===== config.mk =====
export PLATFORM = sky130hd
export DESIGN_NAME = quad_pos_tracker_flat
export DESIGN_NICKNAME = d
export VERILOG_FILES = /design/src/rtl/quad_pos_pkg.sv /design/src/rtl/quad_pos_tracker_if.sv /design/src/rtl/quad_axis.sv /design/src/rtl/quad_pos_tracker.sv /design/src/flat_wrapper.sv
export SDC_FILE = /design/constraint.sdc
export NUM_CORES = 1
export LEC_CHECK = 0
export ABC_AREA = 1
export CAP_MARGIN = 20
export CORE_MARGIN = 3
export CORE_UTILIZATION = 25
export DETAILED_ROUTE_END_ITERATION = 10
export SLEW_MARGIN = 20
export SYNTH_ARGS = -nofsm -noshare
export SYNTH_HDL_FRONTEND = slang
export SYNTH_HIERARCHICAL = 1
export SYNTH_SLANG_ARGS = --single-unit

===== constraint.sdc =====
create_clock -name clk -period 6.7 [get_ports clk]
set_input_delay 1.34 -clock clk [delete_from_list [all_inputs] [get_ports clk]]
set_output_delay 1.34 -clock clk [all_outputs]
set_load 0.005 [all_outputs]

===== src/rtl/quad_pos_pkg.sv =====
// Shared definitions for the quadrature position tracker: status bit map,
// decode result encoding and the default counter start value.
package quad_pos_pkg;

  localparam int ST_BTN    = 0;
  localparam int ST_X_DIR  = 1;
  localparam int ST_Y_DIR  = 2;
  localparam int ST_X_OVF  = 3;
  localparam int ST_Y_OVF  = 4;
  localparam int ST_X_ERR  = 5;
  localparam int ST_Y_ERR  = 6;
  localparam int ST_FROZEN = 7;

  localparam logic [7:0] INIT_DEFAULT = 8'd128;

  typedef enum logic [1:0] {
    DEC_NONE,
    DEC_INC,
    DEC_DEC,
    DEC_ILLEGAL
  } dec_e;

  // Forward order is 00 -> 01 -> 11 -> 10 -> 00, so the successor of {a,b} is {b,~a}.
  function automatic dec_e quad_decode(input logic [1:0] prev, input logic [1:0] cur);
    if (cur == prev)            return DEC_NONE;
    if ((cur ^ prev) == 2'b11)  return DEC_ILLEGAL;
    if (cur == {prev[0], ~prev[1]}) return DEC_INC;
    return DEC_DEC;
  endfunction

endpackage


===== src/rtl/quad_pos_tracker_if.sv =====
// Encoder/button inputs, control strobes and snapshot outputs of the tracker.
interface quad_pos_tracker_if;
  logic       xa;
  logic       xb;
  logic       ya;
  logic       yb;
  logic       btn_in;
  logic       freeze;
  logic       clear;
  logic [7:0] x_pos;
  logic [7:0] y_pos;
  logic [7:0] status;

  modport master (
    output xa, xb, ya, yb, btn_in, freeze, clear,
    input  x_pos, y_pos, status
  );

  modport slave (
    input  xa, xb, ya, yb, btn_in, freeze, clear,
    output x_pos, y_pos, status
  );
endinterface


===== src/rtl/quad_axis.sv =====
// One encoder axis: 2-flop synchroniser, 4x quadrature decode, 8-bit counter
// with saturate/wrap, and direction / sticky overflow / sticky error flags.
module quad_axis
  import quad_pos_pkg::*;
#(
  parameter int         SATURATE = 1,
  parameter logic [7:0] INIT     = INIT_DEFAULT
) (
  input  logic       clk,
  input  logic       rst_n,
  input  logic       i_a,
  input  logic       i_b,
  input  logic       i_clear,
  output logic [7:0] o_count,
  output logic       o_dir,
  output logic       o_ovf,
  output logic       o_err
);

  logic [1:0] r_sync1, r_sync2, r_prev;
  logic [7:0] r_count;
  logic       r_dir, r_ovf, r_err;
  dec_e       w_dec;

  assign w_dec = quad_decode(r_prev, r_sync2);

  // NOTE: all state uses <= so every flop samples pre-edge values; this is what
  // makes the sync1 -> sync2 -> prev chain a real pipeline rather than a wire.
  always_ff @(posedge clk or negedge rst_n) begin
    if (!rst_n) begin
      r_sync1 <= 2'b00;
      r_sync2 <= 2'b00;
      r_prev  <= 2'b00;
      r_count <= INIT;
      r_dir   <= 1'b0;
      r_ovf   <= 1'b0;
      r_err   <= 1'b0;
    end else begin
      r_sync1 <= {i_a, i_b};
      r_sync2 <= r_sync1;
      r_prev  <= r_sync2;

      // Direction follows legal steps even on a clear cycle.
      if (w_dec == DEC_INC)      r_dir <= 1'b1;
      else if (w_dec == DEC_DEC) r_dir <= 1'b0;

      if (i_clear) begin
        r_count <= INIT;
        r_ovf   <= 1'b0;
        r_err   <= 1'b0;
      end else begin
        case (w_dec)
          DEC_INC: begin
            if (r_count == 8'hFF) begin
              r_ovf <= 1'b1;
              if (SATURATE == 0) r_count <= 8'h00;
            end else begin
              r_count <= r_count + 8'd1;
            end
          end
          DEC_DEC: begin
            if (r_count == 8'h00) begin
              r_ovf <= 1'b1;
              if (SATURATE == 0) r_count <= 8'hFF;
            end else begin
              r_count <= r_count - 8'd1;
            end
          end
          DEC_ILLEGAL: r_err <= 1'b1;
          default: ;
        endcase
      end
    end
  end

  assign o_count = r_count;
  assign o_dir   = r_dir;
  assign o_ovf   = r_ovf;
  assign o_err   = r_err;

endmodule


===== src/rtl/quad_pos_tracker.sv =====
// Two-axis encoder tracker with debounced button and a freezable output
// snapshot so one I2C read sees x_pos, y_pos and status from the same cycle.
module quad_pos_tracker
  import quad_pos_pkg::*;
#(
  parameter int         SATURATE        = 1,
  parameter int         DEBOUNCE_CYCLES = 16,
  parameter logic [7:0] X_INIT          = INIT_DEFAULT,
  parameter logic [7:0] Y_INIT          = INIT_DEFAULT
) (
  input  logic              clk,
  input  logic              rst_n,
  quad_pos_tracker_if.slave bus
);

  localparam logic [15:0] DEB_LAST = 16'(DEBOUNCE_CYCLES - 1);

  logic [7:0]  w_x_count, w_y_count;
  logic        w_x_dir, w_x_ovf, w_x_err;
  logic        w_y_dir, w_y_ovf, w_y_err;
  logic        r_btn_sync1, r_btn_sync2, r_btn;
  logic [15:0] r_deb_cnt;
  logic [7:0]  w_live_status;
  logic [7:0]  r_x_pos, r_y_pos, r_status;

  quad_axis #(.SATURATE(SATURATE), .INIT(X_INIT)) u_x (
    .clk(clk), .rst_n(rst_n), .i_a(bus.xa), .i_b(bus.xb), .i_clear(bus.clear),
    .o_count(w_x_count), .o_dir(w_x_dir), .o_ovf(w_x_ovf), .o_err(w_x_err)
  );

  quad_axis #(.SATURATE(SATURATE), .INIT(Y_INIT)) u_y (
    .clk(clk), .rst_n(rst_n), .i_a(bus.ya), .i_b(bus.yb), .i_clear(bus.clear),
    .o_count(w_y_count), .o_dir(w_y_dir), .o_ovf(w_y_ovf), .o_err(w_y_err)
  );

  // Button is accepted only after it has disagreed for DEBOUNCE_CYCLES cycles in a row.
  always_ff @(posedge clk or negedge rst_n) begin
    if (!rst_n) begin
      r_btn_sync1 <= 1'b0;
      r_btn_sync2 <= 1'b0;
      r_btn       <= 1'b0;
      r_deb_cnt   <= '0;
    end else begin
      r_btn_sync1 <= bus.btn_in;
      r_btn_sync2 <= r_btn_sync1;
      if (r_btn_sync2 != r_btn) begin
        if (r_deb_cnt == DEB_LAST) begin
          r_btn     <= r_btn_sync2;
          r_deb_cnt <= '0;
        end else begin
          r_deb_cnt <= r_deb_cnt + 16'd1;
        end
      end else begin
        r_deb_cnt <= '0;
      end
    end
  end

  always_comb begin
    // NOTE: default first so every bit is driven on every path and no latch is inferred.
    w_live_status           = '0;
    w_live_status[ST_BTN]   = r_btn;
    w_live_status[ST_X_DIR] = w_x_dir;
    w_live_status[ST_Y_DIR] = w_y_dir;
    w_live_status[ST_X_OVF] = w_x_ovf;
    w_live_status[ST_Y_OVF] = w_y_ovf;
    w_live_status[ST_X_ERR] = w_x_err;
    w_live_status[ST_Y_ERR] = w_y_err;
  end

  // The frozen bit is overridden after the snapshot load so it always tracks freeze.
  always_ff @(posedge clk or negedge rst_n) begin
    if (!rst_n) begin
      r_x_pos  <= X_INIT;
      r_y_pos  <= Y_INIT;
      r_status <= 8'h00;
    end else begin
      if (!bus.freeze) begin
        r_x_pos  <= w_x_count;
        r_y_pos  <= w_y_count;
        r_status <= w_live_status;
      end
      r_status[ST_FROZEN] <= bus.freeze;
    end
  end

  assign bus.x_pos  = r_x_pos;
  assign bus.y_pos  = r_y_pos;
  assign bus.status = r_status;

endmodule


===== src/flat_wrapper.sv =====
// flat-port wrapper written by rule: the top's interface ports become plain ports
module quad_pos_tracker_flat import quad_pos_pkg::*;
#(
  parameter int         SATURATE        = 1,
  parameter int         DEBOUNCE_CYCLES = 16,
  parameter logic [7:0] X_INIT          = INIT_DEFAULT,
  parameter logic [7:0] Y_INIT          = INIT_DEFAULT
)
  (clk, rst_n, bus_xa, bus_xb, bus_ya, bus_yb, bus_btn_in, bus_freeze, bus_clear, bus_x_pos, bus_y_pos, bus_status);
  quad_pos_tracker_if bus_i ();
  input  logic clk;
  input  logic rst_n;
  input wire logic [$bits(bus_i.xa)-1:0] bus_xa;
  input wire logic [$bits(bus_i.xb)-1:0] bus_xb;
  input wire logic [$bits(bus_i.ya)-1:0] bus_ya;
  input wire logic [$bits(bus_i.yb)-1:0] bus_yb;
  input wire logic [$bits(bus_i.btn_in)-1:0] bus_btn_in;
  input wire logic [$bits(bus_i.freeze)-1:0] bus_freeze;
  input wire logic [$bits(bus_i.clear)-1:0] bus_clear;
  output wire logic [$bits(bus_i.x_pos)-1:0] bus_x_pos;
  output wire logic [$bits(bus_i.y_pos)-1:0] bus_y_pos;
  output wire logic [$bits(bus_i.status)-1:0] bus_status;
  assign bus_i.xa = bus_xa;
  assign bus_i.xb = bus_xb;
  assign bus_i.ya = bus_ya;
  assign bus_i.yb = bus_yb;
  assign bus_i.btn_in = bus_btn_in;
  assign bus_i.freeze = bus_freeze;
  assign bus_i.clear = bus_clear;
  assign bus_x_pos = bus_i.x_pos;
  assign bus_y_pos = bus_i.y_pos;
  assign bus_status = bus_i.status;
  quad_pos_tracker #(.SATURATE(SATURATE), .DEBOUNCE_CYCLES(DEBOUNCE_CYCLES), .X_INIT(X_INIT), .Y_INIT(Y_INIT)) u_core (.clk(clk), .rst_n(rst_n), .bus(bus_i));
endmodule

==> run summary, run 1 <==
Outcome - finished clean
Pin count of the biggest net entering global routing - 78
Mapped Nets - 494
Synth warnings - 6
Chip height - 133.7 µm
Critical path data arrival time - 3.03 ns
Post-synth top area cell - dfrtp_1
CP top delay family - buffers and inverters
Tightest Pin Transition - 0.9697 ns
Min-delay worst type - register to register
Synth unique cells - 30
Initial antenna violation count - 0
Largest family of logic cells by synthesized area - simple AND/OR/NAND/NOR gates
Placer Congestion - 0.8603
Residual DRC - 0
Vias in the first global route - 2864
Initial Util - 25.57%
RSZ-0062 raised after global routing - no
Diode count - 0
Worst path cell trace - clkdlybuf4s50_1 -> nor2_1 -> nand4_2 -> nand3_4 -> nor2_4 -> inv_2 -> o21ai_2
Area grow syn2layout - 20.84%
Post-Synth XOR/XNOR Area - 4.512%
Crit-path max cell delay - 0.83 ns
EDFF count, synth - 0
Setup violations, final - 0
Clock Path Buffers - 2
I/O Buffers - 32
Clock skew - 0.006922 ns
Total negative setup slack - 0 ns
HPWL after DPL - 5882 µm
Post-Synth Adder-Cell Area - 4.604%
Congestion Overflow GR - 0
Root Driver - clkbuf_16
Core footprint - 15940 µm²
Clock transition at path regs - 0.06 ns
TritonRoute pass-1 iters - 4
Synth cell count leaders - nand2_1 (125), dfrtp_1 (73), nor2_1 (54)
Via density - 4.144
Initial DRC count - 142
Startpoint Class - primary input
Register bit total from synthesis - 77
Setup Crit Path Kind - primary input to register
Achievable Freq - 363.1 MHz
Sink Count - 77
FFs w/ async S/R, synth - 100.0%
Die area - 17870 µm²
Tcrit/Tclk final - 41.11%
Post-synthesis mux area share - 6.354%
Final Max Slew Viols - 0
Synth Flop Type - dfrtp_1
CTS tree - done
# IOs - 33
Post-Synthesis Cells - 470
Placement row count - 46
Via count - 3029
CP max stage cell - clkdlybuf4s50_1
Final net count - 534
Setup WS pre-CTS - 3.531 ns
Syn avg cell area - 8.673 µm²
H-tree Lvls - 3
Yosys top cell area share - 44.81%
Max VDD drop - 0.0001802 V
Final hold vios - 0
Worst-Skew Late Latency - 0.34 ns
Die Width - 133.7 µm
First-pass GRT wire length - 13900 µm
Worst setup EP type - register
Worst Path Required - 6.98 ns
Top area cells in the synthesized netlist - dfrtp_1 (45%), nand2_1 (12%), mux2_2 (6.4%)
Number of gates resized after CTS - 0
DR WL/cell - 11.07 µm
CP Max Fanout - 12
Num CTS Buffers - 9
Leakage - 2.321 nW
All-Layer GR Usage - 9.814%
Top-count cell post-synth - nand2_1
Setup ws final - 3.946 ns
Antenna viol nets, final - 0
Slew headroom - 35.36%
Postcts setup bufs - 0
# hold bufs at CTS - 0
Final min period - 2.754 ns
Buffers & Inverters on Critical Path - 2
Pwr per Cell Area - 345.6 nW/µm²
Max cap viols - 0
Routed WL - 8089 µm
Fraction of layout cells with a size suffix above 1 - 14.95%
Compound-Gate Fraction of Synth Area - 5.648%
Simple-gate area share of the yosys netlist - 25.32%
Synthesized area - 4076 µm²
Post-synthesis sequential area ratio - 47.39%
stage by stage:
stage,instances,area (µm²),hold slack [ns],utilization (%),total power [W]
final,731,4926,0.3462,30.90,0.001703
after detailed placement,715,4649,0.3358,29.16,0.001256
after CTS,731,4931,0.3493,30.93,0.001727
after global placement,715,4649,0.3333,29.16,0.001254
after floorplan,470,4076,0.3312,-,0.001031
after global routing,731,4926,0.3569,30.90,0.001839
routing by layer:
| metal | share of wire (%) | track usage [%] | wire (µm) |
|---|---|---|---|
| met1 | 50 | 12.92 | 4045 |
| met2 | 44 | 14.90 | 3534 |
| met3 | 3.2 | 2.039 | 255 |
| met4 | 3.1 | 5.829 | 254 |
| met5 | 0 | 0 | 0 |
sequential cells by signal, indices dropped and copies added (netlist names), 8 cells and up:
register / count
u_core/u_y/o_count: 8
u_core/u_x/o_count: 8
u_core/bus.status: 8
u_core/bus.x_pos: 8
u_core/r_deb_cnt: 16
u_core/bus.y_pos: 8
area by class of cell:
| class | count | area [µm²] |
|---|---|---|
| Sequential cell | 77 | 1932 |
| Inverter | 63 | 236.5 |
| Multi-Input combinational cell | 327 | 1893 |
| Fill cell | 1650 | 11020 |
| Tap cell | 216 | 270.3 |
| Timing Repair Buffer | 32 | 312.8 |
| Clock inverter | 7 | 56.30 |
| Clock buffer | 9 | 225.2 |
final timing paths:
path	from	to	slack, ns	cells after the start
setup / recovery	bus_clear	u_core/u_x/o_count[4]	3.95	7
hold / removal	u_core/u_y/r_sync1[0]	u_core/u_y/r_sync2[0]	0.35	0
setup reg to reg	u_core/u_x/r_sync2[0]	u_core/u_x/o_count[6]	4.09	17
hold reg to reg	u_core/u_y/r_sync1[0]	u_core/u_y/r_sync2[0]	0.35	0
max in group asynchronous	rst_n	u_core/bus.y_pos[4]	4.92	1
min in group asynchronous	rst_n	u_core/r_btn_sync1	1.15	1
power by group:
part / leakage (nW) / switching [W] / internal (W)
sequential: 0.985 / 0.000113 / 0.000581
combinational: 1.20 / 0.000279 / 0.000269
clock: 0.137 / 0.000205 / 0.000256
cells by family after synthesis:
kind of cell	after synthesis
xor gates and xnor gates	21
muxes	23
buffers and inverters	66
AOI/OAI and AO/OA	36
DFF	77
and+or+nand+nor	232
adders and majority gates	15
worst register-to-register path, stage by stage (launching register included):
cell,delay [ns]
dfrtp_1,0.41
xor2_1,0.16
inv_1,0.06
or2_2,0.29
nand2_1,0.09
inv_1,0.06
ha_1,0.32
nand2_1,0.12
inv_1,0.05
nor2_2,0.10
ha_1,0.16
a21oi_1,0.06
o21bai_1,0.27
nand2_1,0.11
nand2_1,0.07
nand2_1,0.04
nand3_1,0.06
nand2_1,0.05
placed cells by master, fill, tap and decap left out, drive strengths merged, types with 8 or more instances in the layout:
cell,n
ha,15
dfrtp,73
inv,63
nand3,27
o21ai,20
nand2,128
clkdlybuf4s50,30
xor2,14
clkbuf,9
nor2,61
nand4,8
mux2,23
No activity file was read; power rests on OpenSTA's default activity.
==> run 2, diff against run 1 <==
clock period = 2.65 ns   (was 6.7 ns; I/O delays follow)
==> run 2 against run 1 <==
- core utilization increased by 0.53 points
- setup slack worse by 3.7 ns
- final cell count grew 0.41%
- sequential power rose to 2.5 times the previous value
- wire length down 0.19%
- clock-buffer cell count rose by 2
- clock power rose to 2.8 times the previous value
- critical endpoint is now u_core/u_x/o_count[6]
- largest cell class unchanged
- highest routed layer unchanged
==> run summary, run 2 (same netlist as run 1, synthesis figures left out) <==
TritonRoute pass-1 iters - 5
Core footprint - 15940 µm²
H-tree Lvls - 3
Initial DRC count - 175
Initial Util - 25.57%
Dpl cell area - 4684 µm²
Tcrit/Tclk final - 90.41%
Final min period - 2.396 ns
Largest Register - u_core/r_deb_cnt
Clock power share - 29.3%
Die Width - 133.7 µm
Postcts setup bufs - 0
Worst-Skew Late Latency - 0.34 ns
Outcome - finished clean
Switching share of power - 32.89%
Pin count of the biggest net entering global routing - 46
Internal power - 0.002987 W
I/O Buffers - 32
Diode count - 0
Sink Count - 77
Reg-to-Reg Start - u_core/u_x/r_sync2[0]
Placer Congestion - 0.8239
Area grow syn2layout - 22.90%
Achievable Freq - 417.4 MHz
Most frequent cells in the layout - nand2_1 (125), dfrtp_1 (73), nor2_1 (54)
Leakage - 2.351 nW
Setup violations, final - 0
Worst R2R Setup Slack - 0.25 ns
Final hold vios - 0
Final Max Slew Viols - 0
Placement row count - 46
Max VDD drop - 0.0003965 V
Design Area, Final - 5010 µm²
Total negative setup slack - 0 ns
First-pass GRT wire length - 14060 µm
Sequential share of power - 39.2%
Commonest non-fill, non-tap cell in the layout - nand2_1
Final net count - 537
Via count - 2966
Tightest Pin Transition - 0.5569 ns
Switching power total - 0.001464 W
# IOs - 33
Startpoint Class - register
Fillcell total - 1722
RSZ-0062 raised after global routing - no
Clock Path Buffers - 2
Initial antenna violation count - 0
Power share of the combinational group - 31.5%
CP Max Fanout - 8
Slew headroom - 62.76%
Congestion Overflow GR - 0
Pwr per Cell Area - 888.6 nW/µm²
Via density - 4.041
Largest register FFs - 16
CP startpoint - u_core/u_x/r_sync2[0]
Clock skew - 0.007918 ns
Min-delay worst type - primary input to async pin
Fraction of layout cells with a size suffix above 1 - 15.44%
DR WL/cell - 11.00 µm
Worst setup EP type - register
Clock transition at path regs - 0.06 ns
Routed WL - 8074 µm
Vias in the first global route - 2928
Setup Crit Path Kind - register to register
HPWL after DPL - 5984 µm
R2r endpoint - u_core/u_x/o_count[6]
Critical path data arrival time - 2.63 ns
Root Driver - clkbuf_16
Chip height - 133.7 µm
CTS tree - done
Max cap viols - 0
Die area - 17870 µm²
Worst Hold Slack - 0.1269 ns
Antenna viol nets, final - 0
All-Layer GR Usage - 9.850%
Num CTS Buffers - 9
Residual DRC - 0
Worst Path Required - 2.88 ns
Worst Reg-to-Reg Cells - 15
run 2: cell types whose count changed in the layout (fill, tap and decap cells not counted), moves of 2 or more:
cell,previous run,this run
clkbuf_1,0,2
inv_6,4,1
bufinv_16,0,2
buf_4,1,3
ha_1,15,13
ha_2,0,2
run 2: worst max-delay path by stage:
stage / slack [ns] / cells past startpoint / endpoint
CTS: 0.14 / 17 / u_core/u_y/o_count[6]
floorplan: 0.35 / 15 / u_core/u_x/o_count[6]
finish: 0.25 / 15 / u_core/u_x/o_count[6]
detailed placement: 0.16 / 17 / u_core/u_x/o_count[6]
global placement: 0.20 / 15 / u_core/u_x/o_count[6]
global route: 0.004 / 15 / u_core/u_x/o_count[6]
run 2: layer usage:
metal	part of all wire, %	wire [µm]	track usage, %
met2	48	3870	15.63
met4	1.5	121	4.629
met1	48	3854	12.67
met5	0	0	0
met3	2.8	227	2.417
run 2: critical path: stages (launching register included):
cell	delay [ns]
dfrtp_1	0.40
xor2_1	0.16
inv_1	0.06
or2_2	0.28
nand2_1	0.09
inv_1	0.06
ha_2	0.24
nor2_1	0.14
nor2_2	0.06
ha_1	0.17
a21oi_1	0.19
o21bai_1	0.15
nand2_1	0.10
nand3_1	0.07
nand3_1	0.08
nand2_1	0.05
run 2: power groups by stage:
stage | Combinational, W | Clock (W) | Sequential (W)
2_1_floorplan | 0.000912 | 0 | 0.00169
3_3_place_gp | 0.00139 | 0 | 0.00177
3_5_place_dp | 0.00140 | 0 | 0.00177
4_1_cts | 0.00141 | 0.00136 | 0.00175
5_1_grt | 0.00160 | 0.00141 | 0.00180
6_report | 0.00140 | 0.00131 | 0.00174
run 2: per-stage QoR:
step	instances	worst slack, ns	utilization (%)	total power (W)
floorplan	470	0.3493	-	0.002607
global placement	718	0.1996	29.38	0.003162
detailed placement	718	0.1580	29.38	0.003176
CTS	734	0.1411	31.37	0.004524
global route	734	0.003670	31.42	0.004805
finish	734	0.2541	31.42	0.004452
run 2: final cells by class:
class / instances / area [µm²] / area share, %
sequential: 77 / 1932 / 38.56
multi-input combinational: 327 / 1902 / 37.96
timing repair buffer: 35 / 352.8 / 7.043
tap: 216 / 270.3 / 5.395
inverter: 63 / 236.5 / 4.720
clock buffer: 11 / 232.7 / 4.645
clock inverter: 5 / 83.83 / 1.673
run 2: what timing repair did:
item / in CTS / in global routing
endpoints found under the setup margin: 0 / 4
gates resized for setup: 0 / 3
hold buffers: 0 / 0
